<file path="src/rtl/carry_ripple_adder_pkg.sv">
// Shared constants for the registered ripple-carry adder.
// Holds the default operand width and the sum register reset value.
package carry_ripple_adder_pkg;

    // Default operand/sum width in bits.
    localparam int CRA_WIDTH_DEFAULT = 4;

    // Widest legal WIDTH; sizes the reset constant below.
    localparam int CRA_WIDTH_MAX = 64;

    // Reset value of the sum register, sliced down to WIDTH bits.
    localparam logic [CRA_WIDTH_MAX-1:0] CRA_SUM_RST = '0;

endpackage

</file>
<file path="src/rtl/cra_full_adder.sv">
// One-bit full adder cell; the ripple chain is built from these.
// Pure combinational, no state.
module cra_full_adder
    import carry_ripple_adder_pkg::*;
(
    input  logic a,
    input  logic b,
    input  logic ci,
    output logic s,
    output logic co
);

    logic p;

    // Propagate term is shared by the sum bit and the carry-out.
    assign p  = a ^ b;
    assign s  = p ^ ci;
    assign co = (a & b) | (ci & p);

endmodule

</file>
<file path="src/rtl/carry_ripple_adder.sv">
// Registered unsigned ripple-carry adder: {Cout,Sum} = A + B + Cin, 1-cycle latency.
// Define CARRY_RIPPLE_ADDER_OVF_EN to add the registered signed-overflow output Ovf.
module carry_ripple_adder
    import carry_ripple_adder_pkg::*;
#(
    parameter int WIDTH = CRA_WIDTH_DEFAULT
) (
    input  logic             clk,
    input  logic             rst,
    input  logic             in_valid,
    input  logic [WIDTH-1:0] A,
    input  logic [WIDTH-1:0] B,
    input  logic             Cin,
    output logic             out_valid,
    output logic [WIDTH-1:0] Sum,
    output logic             Cout
`ifdef CARRY_RIPPLE_ADDER_OVF_EN
    ,
    output logic             Ovf
`endif
);

    logic [WIDTH:0]   c;
    logic [WIDTH-1:0] s;

    assign c[0] = Cin;

    // One full adder per bit; carry of bit i feeds bit i+1.
    for (genvar i = 0; i < WIDTH; i++) begin : g_bit
        cra_full_adder u_fa (
            .a  (A[i]),
            .b  (B[i]),
            .ci (c[i]),
            .s  (s[i]),
            .co (c[i+1])
        );
    end

    // Output register: reset clears, valid loads, otherwise hold the last result.
    always_ff @(posedge clk) begin
        if (rst) begin
            Sum       <= CRA_SUM_RST[WIDTH-1:0];
            Cout      <= 1'b0;
            out_valid <= 1'b0;
        end else if (in_valid) begin
            Sum       <= s;
            Cout      <= c[WIDTH];
            out_valid <= 1'b1;
        end else begin
            out_valid <= 1'b0;
        end
    end

`ifdef CARRY_RIPPLE_ADDER_OVF_EN
    // Signed overflow flag, registered with the same reset/hold rules as Cout.
    always_ff @(posedge clk) begin
        if (rst) begin
            Ovf <= 1'b0;
        end else if (in_valid) begin
            Ovf <= c[WIDTH] ^ c[WIDTH-1];
        end
    end
`endif

endmodule

</file>
<file path="config.mk">
export PLATFORM = sky130hd
export DESIGN_NAME = carry_ripple_adder
export DESIGN_NICKNAME = d
export VERILOG_FILES = /design/src/rtl/carry_ripple_adder_pkg.sv /design/src/rtl/cra_full_adder.sv /design/src/rtl/carry_ripple_adder.sv
export SDC_FILE = /design/constraint.sdc
export NUM_CORES = 1
export LEC_CHECK = 0
export CORE_AREA = 5 5 42 44
export DETAILED_ROUTE_END_ITERATION = 6
export DIE_AREA = 0 0 47 49
export PLACE_DENSITY_LB_ADDON = 0.15
export RECOVER_POWER = 50
export SKIP_LAST_GASP = 1
export SLEW_MARGIN = 20
export SYNTH_ARGS = -nofsm -noshare
export SYNTH_HDL_FRONTEND = slang
export SYNTH_SLANG_ARGS = --single-unit
</file>
<file path="constraint.sdc">
create_clock -name clk -period 2.1 [get_ports clk]
set_input_delay 0.42 -clock clk [delete_from_list [all_inputs] [get_ports clk]]
set_output_delay 0.42 -clock clk [all_outputs]
set_load 0.02 [all_outputs]
</file>
==> run_results.csv <==
group,metric,value,unit
run_status,status,"completed",
clocking,cts.clk_slew.worst_paths,0.05,ns
clocking,hold_buffers,0,
synth,synth_area_leaders,"dfxtp_1 (37%), fa_1 (25%), a211oi_2 (12%)",
cells_and_area,fin_util,0.3661,
die,die-area,2303,sq um
route,drc,0,
die,dieHeight,49,microns
global_route,grt_pass1_vias,288,
global_route,grt_pass1_wl,1.117,mm
power_and_ir_drop,p_per_area,640.2,nW/um^2
min_path,hold_depth,2,
clocking,clockBufferDepth,2,
route,first_pass_iters,1,
setup_path,rr_startpoint,"Sum[0]$_SDFFE_PP0P_",
sta,whs,0.4922,ns
synth,syn-num-nets,45,
place,gp_congestion,0.6634,
power_and_ir_drop,p_leak,0.0002266,uW
synth,ys_seq_area_frac,0.3721,
cells_and_area,drive_gt1_frac,0.3125,
die,core-area,1401,sq um
global_route,globalRoute.totalOverflow,0,
synth,synth_most_common_cell,"inv_1",
synth,ys_types,9,
setup_path,worstRegToRegCells,2,
synth,synth_seq_cells,6,
route,vias,253,
sta,skew,0,ns
setup_path,worstPathMaxFanout,1,
synth,synthMuxAreaShare,0.06202,
synth,synth.avg_cell_area,11.13,sq um
sta,finalHoldViolCount,0,
die,ios,18,
clocking,clock_latency,0.24,ns
synth,syn_area,322.8,sq um
synth,async_flop_share,0,
global_route,grt_max_degree,10,
global_route,antenna_found_initial,0,
synth,synth_common_cells,"inv_1 (7), dfxtp_1 (6), fa_1 (4), nor2_1 (4), a211oi_2 (3)",
sta,drv_slew,0,
sta,period_needed,2.046,ns
synth,yosysWarningCount,0,
synth,synth_top_area_share,0.3721,
route,ant_nets,0,
sta,relSlewSlack,0.7358,
sta,max_freq,488.8,MHz
place,port_buffers,17,
synth,synth_edf_count,0,
synth,synth_simple_gate_area_frac,0.08527,
min_path,min_from,"Sum[1]$_SDFFE_PP0P_",
global_route,grtUsageTotal,0.07578,
setup_path,cp.arrival,2.21,ns
synth,synth_xor_area_frac,0,
setup_path,path_class,"in -> reg",
setup_path,crit_required,2.26,ns
die,die_w,47,microns
route,vias_per_cell,3.953,
sta,rsz0062_at_grt,"false",
job,cap_violations,0,
power_and_ir_drop,peakVddDrop,0.2116,mV
min_path,whs_endpoint,"Sum[1]$_SDFFE_PP0P_",
synth,synth-main-ff-cell,"dfxtp_1",
die,fp-row-count,14,
min_path,hp-class,"reg -> reg",
synth,yosysTopAreaCell,"dfxtp_1",
place,place_area,504.2,sq um
synth,synth_compound_area_frac,0.1163,
cells_and_area,antennaDiodeCount,0,
setup_path,crit_path_end_kind,"register",
setup_path,r2r_setup_slack,1.46,ns
synth,synth_top_family_by_area,"adder cells",
sta,worstMarginPinSlew,0.3950,ns
die,initial_core_util,0.2304,
cells_and_area,final_cell_area,513.0,sq um
setup_path,start_kind,"input pin",
setup_path,r2r_end,"Sum[0]$_SDFFE_PP0P_",
sta,finalSetupViolations,0,
cells_and_area,syn_to_final_growth,58.91,%
synth,synth_cells,29,
sta,fin_crit_sh,0.9741,
place,hpwlAfterDp,579.5,microns
cells_and_area,nets,66,
clocking,cts_tree,"done",
clocking,numCtsBuffers,3,
route,drt_iter0_markers,0,
power_and_ir_drop,power,328.4,uW
route,wl_per_cell,10.59,microns
clocking,clock_sinks,6,
synth,yosys.area_share.adder,0.2481,
clocking,cts_root_buf,"clkbuf_4",
route,drt_wl_total,678,microns
clocking,postCtsSetupBuffers,0,
clocking,htreeDepth,1,
==> registers in the layout (all words and copies together), names as in the netlist <==
register and cells:
out_valid 1, Cout 1, Sum 4
==> worst max-delay path by stage <==
stage / cells after the start / slack [ns] / from / to
2_1_floorplan: 8 / 0.002 / A[0] / Sum[3]$_SDFFE_PP0P_
3_3_place_gp: 9 / -0.47 / A[0] / Sum[3]$_SDFFE_PP0P_
3_5_place_dp: 9 / -0.51 / A[0] / Sum[3]$_SDFFE_PP0P_
4_1_cts: 6 / 0.02 / B[1] / Sum[3]$_SDFFE_PP0P_
5_1_grt: 9 / 0.01 / Cin / Sum[3]$_SDFFE_PP0P_
6_report: 6 / 0.05 / B[1] / Sum[3]$_SDFFE_PP0P_
==> layout by cell type (no fill, tap or decap) <==
| cell | netlist | layout |
|---|---|---|
| nor2b_1 | 1 | 1 |
| dlygate4sd2_1 | 0 | 1 |
| fa_1 | 4 | 1 |
| fa_2 | 0 | 3 |
| inv_2 | 0 | 3 |
| inv_1 | 7 | 4 |
| dfxtp_1 | 6 | 6 |
| clkbuf_4 | 0 | 3 |
| clkdlybuf4s50_1 | 0 | 9 |
| a211oi_2 | 3 | 3 |
| buf_2 | 0 | 3 |
| dlygate4sd3_1 | 0 | 4 |
| mux2i_1 | 2 | 2 |
| nor2_1 | 4 | 5 |
==> critical path, cell delays in order <==
cell	delay [ns]
clkdlybuf4s50_1	0.42
fa_2	0.35
fa_2	0.34
inv_2	0.06
fa_1	0.41
a211oi_2	0.21
==> where the power goes <==
group / total [uW] / switching, uW / internal (uW)
combinational: 91.7 / 43.3 / 48.3
sequential: 129 / 4.26 / 124
clock: 108 / 43.2 / 64.8
==> kinds of logic (layout without fill, tap and decap cells) <==
| kind of cell | after synthesis | count (layout) |
|---|---|---|
| multiplexers | 2 | 2 |
| buffers and inverters | 8 | 27 |
| adder cells (fa/ha/maj) | 4 | 4 |
| AND/OR/NAND/NOR | 6 | 6 |
| AO/OA/AOI/OAI | 3 | 3 |
| flip-flops | 6 | 6 |
==> metrics by stage <==
stage | TNS [ns] | instances | setup WS [ns]
4_1_cts | 0 | 64 | 0.01607
3_5_place_dp | -1.257 | 61 | -0.5107
5_1_grt | 0 | 64 | 0.01015
3_3_place_gp | -1.109 | 61 | -0.4684
2_1_floorplan | 0 | 29 | 0.002148
6_report | 0 | 64 | 0.05430
==> cell type report <==
type,count,area (sq um)
multi-input combinational,15,170.2
inverter,7,26.28
clock buffer,3,22.52
fill,150,888.4
tap,16,20.02
sequential,6,120.1
timing repair buffer,17,153.9
==> per-layer routing <==
layer / up-vias / global-route usage / share of wire
met5: - / 0 / 0
met4: 0 / 0.08295 / 0
met3: 0 / 0.03321 / 0.062
met2: 7 / 0.1086 / 0.58
met1: 120 / 0.07159 / 0.35
li1: 126 / - / -
==> timing repair <==
| action | 4_1_cts | 5_1_grt |
|---|---|---|
| endpoints found under the setup margin | 2 | 1 |
| resized for setup | 17 | 0 |
| pin swaps | 5 | 1 |
| hold endpoints to repair | 0 | 0 |
No activity file was read; power rests on OpenSTA's default activity.
